===== src/rtl/wb_mailbox_device.sv =====
// Wishbone classic responder bridging bus writes/reads to a local core through TX and RX FIFOs.
// Define WB_MBOX_RTY_EN to terminate full/empty accesses with rty_o; otherwise they stall in WAIT.
module wb_mailbox_device #(
  parameter int DAT_WIDTH   = 8,
  parameter int DEPTH       = 4,
  parameter int WAIT_STATES = 0
) (
  input  logic                         clk_i,
  input  logic                         rst_ni,
  input  logic                         cyc_i,
  input  logic                         stb_i,
  input  logic                         we_i,
  input  logic [DAT_WIDTH-1:0]         dat_i,
  output logic                         ack_o,
  output logic                         err_o,
  output logic                         rty_o,
  output logic [DAT_WIDTH-1:0]         dat_o,
  output logic [DAT_WIDTH-1:0]         tx_data_o,
  output logic                         tx_valid_o,
  input  logic                         tx_ready_i,
  input  logic [DAT_WIDTH-1:0]         rx_data_i,
  input  logic                         rx_valid_i,
  output logic                         rx_ready_o,
  output logic [$clog2(DEPTH+1)-1:0]   tx_level_o,
  output logic [$clog2(DEPTH+1)-1:0]   rx_level_o
);

  localparam int LW = $clog2(DEPTH + 1);
  localparam int PW = $clog2(DEPTH);
  localparam int CW = 4;

  typedef enum logic [1:0] {S_IDLE, S_WAIT, S_RESP} state_t;

  state_t                state_q, state_d;
  logic [CW-1:0]         cnt_q, cnt_d;
  logic                  ack_q, ack_d;
  logic [DAT_WIDTH-1:0]  dat_q, dat_d;
  logic                  request, decide, can_act;

  logic [DAT_WIDTH-1:0]  tx_mem [DEPTH];
  logic [DAT_WIDTH-1:0]  rx_mem [DEPTH];
  logic [PW-1:0]         tx_wr_q, tx_rd_q, rx_wr_q, rx_rd_q;
  logic [LW-1:0]         tx_level_q, rx_level_q;
  logic                  tx_push, tx_pop, rx_push, rx_pop;
  logic                  tx_full, rx_empty;

`ifdef WB_MBOX_RTY_EN
  logic                  rty_q, rty_d;
`endif

  assign request  = cyc_i && stb_i;
  assign tx_full  = (tx_level_q == LW'(DEPTH));
  assign rx_empty = (rx_level_q == '0);
  assign tx_pop   = tx_ready_i && tx_valid_o;
  assign rx_push  = rx_valid_i && rx_ready_o;

  // NOTE: every always_comb output gets a default first, so no path can infer a latch.
  always_comb begin
    state_d = state_q;
    cnt_d   = cnt_q;
    ack_d   = 1'b0;
    dat_d   = '0;
    tx_push = 1'b0;
    rx_pop  = 1'b0;
    decide  = 1'b0;
    can_act = 1'b0;
`ifdef WB_MBOX_RTY_EN
    rty_d   = 1'b0;
`endif
    case (state_q)
      S_IDLE: begin
        if (request) begin
          if (WAIT_STATES == 0) begin
            decide = 1'b1;
          end else begin
            cnt_d   = CW'(WAIT_STATES - 1);
            state_d = S_WAIT;
          end
        end
      end
      S_WAIT: begin
        if (!request)            state_d = S_IDLE;
        else if (cnt_q != '0)    cnt_d   = cnt_q - CW'(1);
        else                     decide  = 1'b1;
      end
      S_RESP:  state_d = S_IDLE;
      default: state_d = S_IDLE;
    endcase

    // Full/empty come from pre-edge occupancy, so same-edge local traffic cannot flip a decision.
    if (decide) begin
      can_act = we_i ? !tx_full : !rx_empty;
      if (can_act) begin
        ack_d   = 1'b1;
        state_d = S_RESP;
        if (we_i) begin
          tx_push = 1'b1;
        end else begin
          rx_pop = 1'b1;
          dat_d  = rx_mem[rx_rd_q];
        end
      end else begin
`ifdef WB_MBOX_RTY_EN
        rty_d   = 1'b1;
        state_d = S_RESP;
`else
        cnt_d   = '0;
        state_d = S_WAIT;
`endif
      end
    end
  end

  // NOTE: state registers use non-blocking assignments so every flop samples pre-edge values.
  always_ff @(posedge clk_i or negedge rst_ni) begin
    if (!rst_ni) begin
      state_q <= S_IDLE;
      cnt_q   <= '0;
      ack_q   <= 1'b0;
      dat_q   <= '0;
    end else begin
      state_q <= state_d;
      cnt_q   <= cnt_d;
      ack_q   <= ack_d;
      dat_q   <= dat_d;
    end
  end

`ifdef WB_MBOX_RTY_EN
  always_ff @(posedge clk_i or negedge rst_ni) begin
    if (!rst_ni) rty_q <= 1'b0;
    else         rty_q <= rty_d;
  end
  assign rty_o = rty_q;
`else
  assign rty_o = 1'b0;
`endif

  always_ff @(posedge clk_i or negedge rst_ni) begin
    if (!rst_ni) begin
      tx_wr_q    <= '0;
      tx_rd_q    <= '0;
      tx_level_q <= '0;
      rx_wr_q    <= '0;
      rx_rd_q    <= '0;
      rx_level_q <= '0;
    end else begin
      if (tx_push) tx_wr_q <= tx_wr_q + PW'(1);
      if (tx_pop)  tx_rd_q <= tx_rd_q + PW'(1);
      if (rx_push) rx_wr_q <= rx_wr_q + PW'(1);
      if (rx_pop)  rx_rd_q <= rx_rd_q + PW'(1);
      case ({tx_push, tx_pop})
        2'b10:   tx_level_q <= tx_level_q + LW'(1);
        2'b01:   tx_level_q <= tx_level_q - LW'(1);
        default: tx_level_q <= tx_level_q;
      endcase
      case ({rx_push, rx_pop})
        2'b10:   rx_level_q <= rx_level_q + LW'(1);
        2'b01:   rx_level_q <= rx_level_q - LW'(1);
        default: rx_level_q <= rx_level_q;
      endcase
    end
  end

  // NOTE: storage is not reset; emptiness is carried entirely by the pointers and levels.
  always_ff @(posedge clk_i) begin
    if (tx_push) tx_mem[tx_wr_q] <= dat_i;
    if (rx_push) rx_mem[rx_wr_q] <= rx_data_i;
  end

  assign ack_o      = ack_q;
  assign err_o      = 1'b0;
  assign dat_o      = dat_q;
  assign tx_data_o  = tx_mem[tx_rd_q];
  assign tx_valid_o = (tx_level_q != '0);
  assign rx_ready_o = (rx_level_q != LW'(DEPTH));
  assign tx_level_o = tx_level_q;
  assign rx_level_o = rx_level_q;

endmodule

===== config.mk =====
export PLATFORM = sky130hd
export DESIGN_NAME = wb_mailbox_device
export DESIGN_NICKNAME = d
export VERILOG_FILES = /design/src/rtl/wb_mailbox_device.sv
export SDC_FILE = /design/constraint.sdc
export NUM_CORES = 1
export LEC_CHECK = 0
export CAP_MARGIN = 10
export CORE_MARGIN = 2
export CORE_UTILIZATION = 54
export DETAILED_ROUTE_END_ITERATION = 6
export GPL_ROUTABILITY_DRIVEN = 1
export PLACE_DENSITY = 0.78
export SLEW_MARGIN = 20
export SYNTH_ARGS = -nofsm -noshare
export SYNTH_HDL_FRONTEND = slang
export SYNTH_SLANG_ARGS = --single-unit

===== constraint.sdc =====
create_clock -name clk_i -period 3.1 [get_ports clk_i]
set_clock_uncertainty 0.05 [all_clocks]
set_input_delay 0.775 -clock clk_i [delete_from_list [all_inputs] [get_ports clk_i]]
set_output_delay 0.775 -clock clk_i [all_outputs]
set_load 0.01 [all_outputs]

==> flow_metrics.tcl, run 1 <==
set metrics [dict create \
    fp.dieH_um 87.47 \
    grt_max_degree 30 \
    synthSimpleGateAreaFrac_pct 6.551 \
    fin_ws_ns 0.1540 \
    totalPowerFinal_w 0.003608 \
    insertion_delay_ns 0.34 \
    ys.flop_type "edfxtp_1" \
    drtIter0Drc 94 \
    powerDensity_nw_per_um2 797.3 \
    setup_violations 0 \
    hold_depth 1 \
    dpl-instance-area_um2 4318 \
    slew_headroom_pct 59.71 \
    synthCells 215 \
    synth-compound-area-share_pct 1.064 \
    ios 50 \
    cp-start-kind "flip-flop" \
    worstSetupPathType "flip-flop to primary output" \
    dieWidth_um 87.47 \
    first_global_vias 2013 \
    power.switching_w 0.001050 \
    syn_avg_cell_area_um2 17.50 \
    comb_power_share_pct 28.0 \
    end_kind "primary output" \
    synth_warnings 0 \
    drv_slew 0 \
    grt_usage_pct 17.32 \
    irDropWorstVdd_mv 0.4642 \
    period_needed_ns 2.946 \
    power.leakage_nw 1.740 \
    netlist_area_um2 3762 \
    dp_hpwl_um 4102 \
    synth_top_area_share_pct 51.08 \
    yosysUniqueCellTypes 35 \
    fin_nets 306 \
    grt_pass1_wl_um 9735 \
    synth_sequential_area_ratio_pct 70.37 \
    rows 30 \
    yosys.area.top_type "edfxtp_1" \
    hp-class "flip-flop to flip-flop" \
    numClockSinks 93 \
    fin_crit_sh_pct 95.03 \
    wl_per_cell_um 16.56 \
    postCtsHoldBufs 0 \
    fmax_mhz 339.4 \
    cts_tree "built" \
    cp_max_fo 9 \
    synth-seq-cells 93 \
    drive_above_1_share_pct 14.91 \
    core_um2 6756 \
    drc 0 \
    clk_path_buf_depth 2 \
    preCtsSetupSlack_ns 0.1587 \
    synth.area.top_cells "edfxtp_1 (51%), dfrtp_1 (19%), mux4_2 (9.6%), ha_1 (3.7%), inv_1 (1.7%)" \
    diodes 0 \
    synth_top_family_by_area "multiplexers" \
    ff2ff_path_depth 11 \
    internal_power_w 0.002558 \
    initial_core_util_pct 55.69 \
    seq_power_share_pct 49.4 \
    firstDrtPassIters 4 \
    cts_max_level 3 \
    syn_to_final_growth_pct 20.29 \
    maxCapViolations 0 \
    root_buffer "clkbuf_8" \
    worst_pin_slew_ns 0.6043 \
    clk_pin_slew_ns 0.09 \
    ctsResizeCount 0 \
    p_sw_share_pct 29.11 \
    synthAdderAreaFrac_pct 4.722 \
    cp.required_ns 2.27 \
    synth-edff-count 64 \
    antenna_left 0 \
    status "finished clean" \
    synthMuxAreaShare_pct 10.97 \
    rsz0062_at_grt "no" \
    p_clk_share_pct 22.6 \
    numCtsBuffers 9 \
    overflow 0 \
    port_buffers 47 \
    cts_setup_buffers 0 \
    place_congestion 0.7279 \
    die_area_um2 7651 \
    critPathArrivalTime_ns 2.12 \
    wl_um 5879 \
    finalSetupTns_ns 0 \
    antenna_found_initial 0 \
    routed_via_density 5.341 \
    hold_viol 0 \
    synthXorXnorAreaFrac_pct 3.226 \
    async_reset_ff_share_pct 31.18 \
    dr_total_vias 1896 \
    final_area_um2 4526 \
]
==> metal layers <==
metal | global-route usage [%] | share of wire (%) | up-vias
li1 | - | - | 894
met1 | 22.44 | 44 | 956
met2 | 28.58 | 52 | 41
met3 | 3.507 | 3.0 | 5
met4 | 7.552 | 1.1 | 0
met5 | 0 | 0 | -
==> kinds of logic (layout without fill, tap and decap cells) <==
kind of cell / Yosys count / in the layout
fa+ha+maj: 13 / 13
flops: 93 / 93
other cells: 1 / 2
mux: 21 / 21
xor+xnor: 13 / 13
buf+inv: 25 / 84
compound gates: 6 / 6
simple gates: 43 / 43
==> critical path, cell delays in order (launching register included) <==
cell             delay [ns]
dfrtp_1                0.69
mux4_2                 0.59
clkdlybuf4s50_1        0.49
==> path summary, 6_finish.rpt <==
path	start	endpoint	slack [ns]
min in group asynchronous	rst_ni	cnt_q[2]	0.76
worst min-delay path	tx_level_o[0]	tx_level_o[0]	0.49
worst max-delay path	tx_rd_q[0]	tx_data_o[4]	0.15
max in group asynchronous	rst_ni	rx_rd_q[0]	1.95
worst max register to register	cnt_q[0]	rx_level_o[2]	0.39
worst min register to register	tx_level_o[0]	tx_level_o[0]	0.49
==> flip-flops by register name, indices dropped and copies added, names as in the netlist <==
signal and cells:
ack_o 1, cnt_q 4, dat_o 8, rx_level_o 3, rx_mem 32, rx_rd_q 2
rx_wr_q 2, state_q 2, tx_level_o 3, tx_mem 32, tx_rd_q 2, tx_wr_q 2
==> cell usage after synthesis, types with 3 or more instances <==
cell type  count
and3_1         5
mux2i_1        3
and2_1         6
nand2_1        4
edfxtp_1      64
xnor2_1        6
nor2_1         8
buf_2          3
ha_1          11
inv_1         17
mux4_2        16
dfrtp_1       29
nor2b_1       10
xor2_1         6
==> area by class of cell <==
cell class,count,area (um^2)
inverters,17,63.81
well taps,80,100.1
multi-input cells,98,1006
repair buffers,51,500.5
clock buffers,9,123.9
flip-flops and latches,93,2648
fillers,465,2231
clock inverters,7,83.83
==> cells in the final DEF, fill, tap and decap left out, types with 2 or more instances in the layout <==
| cell type | Yosys | routed |
|---|---|---|
| xor2_1 | 6 | 6 |
| ha_1 | 11 | 11 |
| mux4_2 | 16 | 16 |
| nor2_1 | 8 | 8 |
| nor2b_1 | 10 | 10 |
| mux2_2 | 2 | 2 |
| conb_1 | 1 | 2 |
| mux2i_1 | 3 | 3 |
| nand2_1 | 4 | 4 |
| and2_1 | 6 | 6 |
| fa_1 | 2 | 2 |
| edfxtp_1 | 64 | 64 |
| clkdlybuf4s50_1 | 0 | 47 |
| clkbuf_8 | 0 | 9 |
| inv_1 | 17 | 17 |
| nor4_1 | 2 | 2 |
| xnor2_1 | 6 | 6 |
| buf_4 | 2 | 4 |
| and3_1 | 5 | 5 |
| dfrtp_1 | 29 | 29 |
| a21oi_1 | 2 | 2 |
| clkinv_4 | 0 | 3 |
==> through the flow <==
| stage | utilization (%) | hold WS (ns) | std cells |
|---|---|---|---|
| after floorplan | - | 0.4294 | 216 |
| after global placement | 63.91 | 0.4763 | 339 |
| after detailed placement | 63.91 | 0.4877 | 339 |
| after global routing | 66.98 | 0.5344 | 355 |
| after CTS | 66.98 | 0.5011 | 355 |
| final | 66.98 | 0.4920 | 355 |
==> power by group through the flow <==
stage / clock [W] / combinational (W) / sequential, W
3_3_place_gp: 0 / 0.000989 / 0.00181
5_1_grt: 0.000887 / 0.00111 / 0.00183
4_1_cts: 0.000834 / 0.00103 / 0.00179
3_5_place_dp: 0 / 0.00103 / 0.00182
2_1_floorplan: 0 / 0.000719 / 0.00169
6_report: 0.000816 / 0.00101 / 0.00178
(Power assumes the default switching activity.)
==> run 2, diff against run 1 <==
--- a/config.mk
+++ b/config.mk
@@ -10,8 +10,8 @@
 export CORE_UTILIZATION = 54
 export DETAILED_ROUTE_END_ITERATION = 6
 export GPL_ROUTABILITY_DRIVEN = 1
+export HOLD_SLACK_MARGIN = 0.12
 export PLACE_DENSITY = 0.78
-export SLEW_MARGIN = 20
 export SYNTH_ARGS = -nofsm -noshare
 export SYNTH_HDL_FRONTEND = slang
 export SYNTH_SLANG_ARGS = --single-unit
==> results of run 2 <==
Final layout, timing and power as in run 1 (identical DEF).
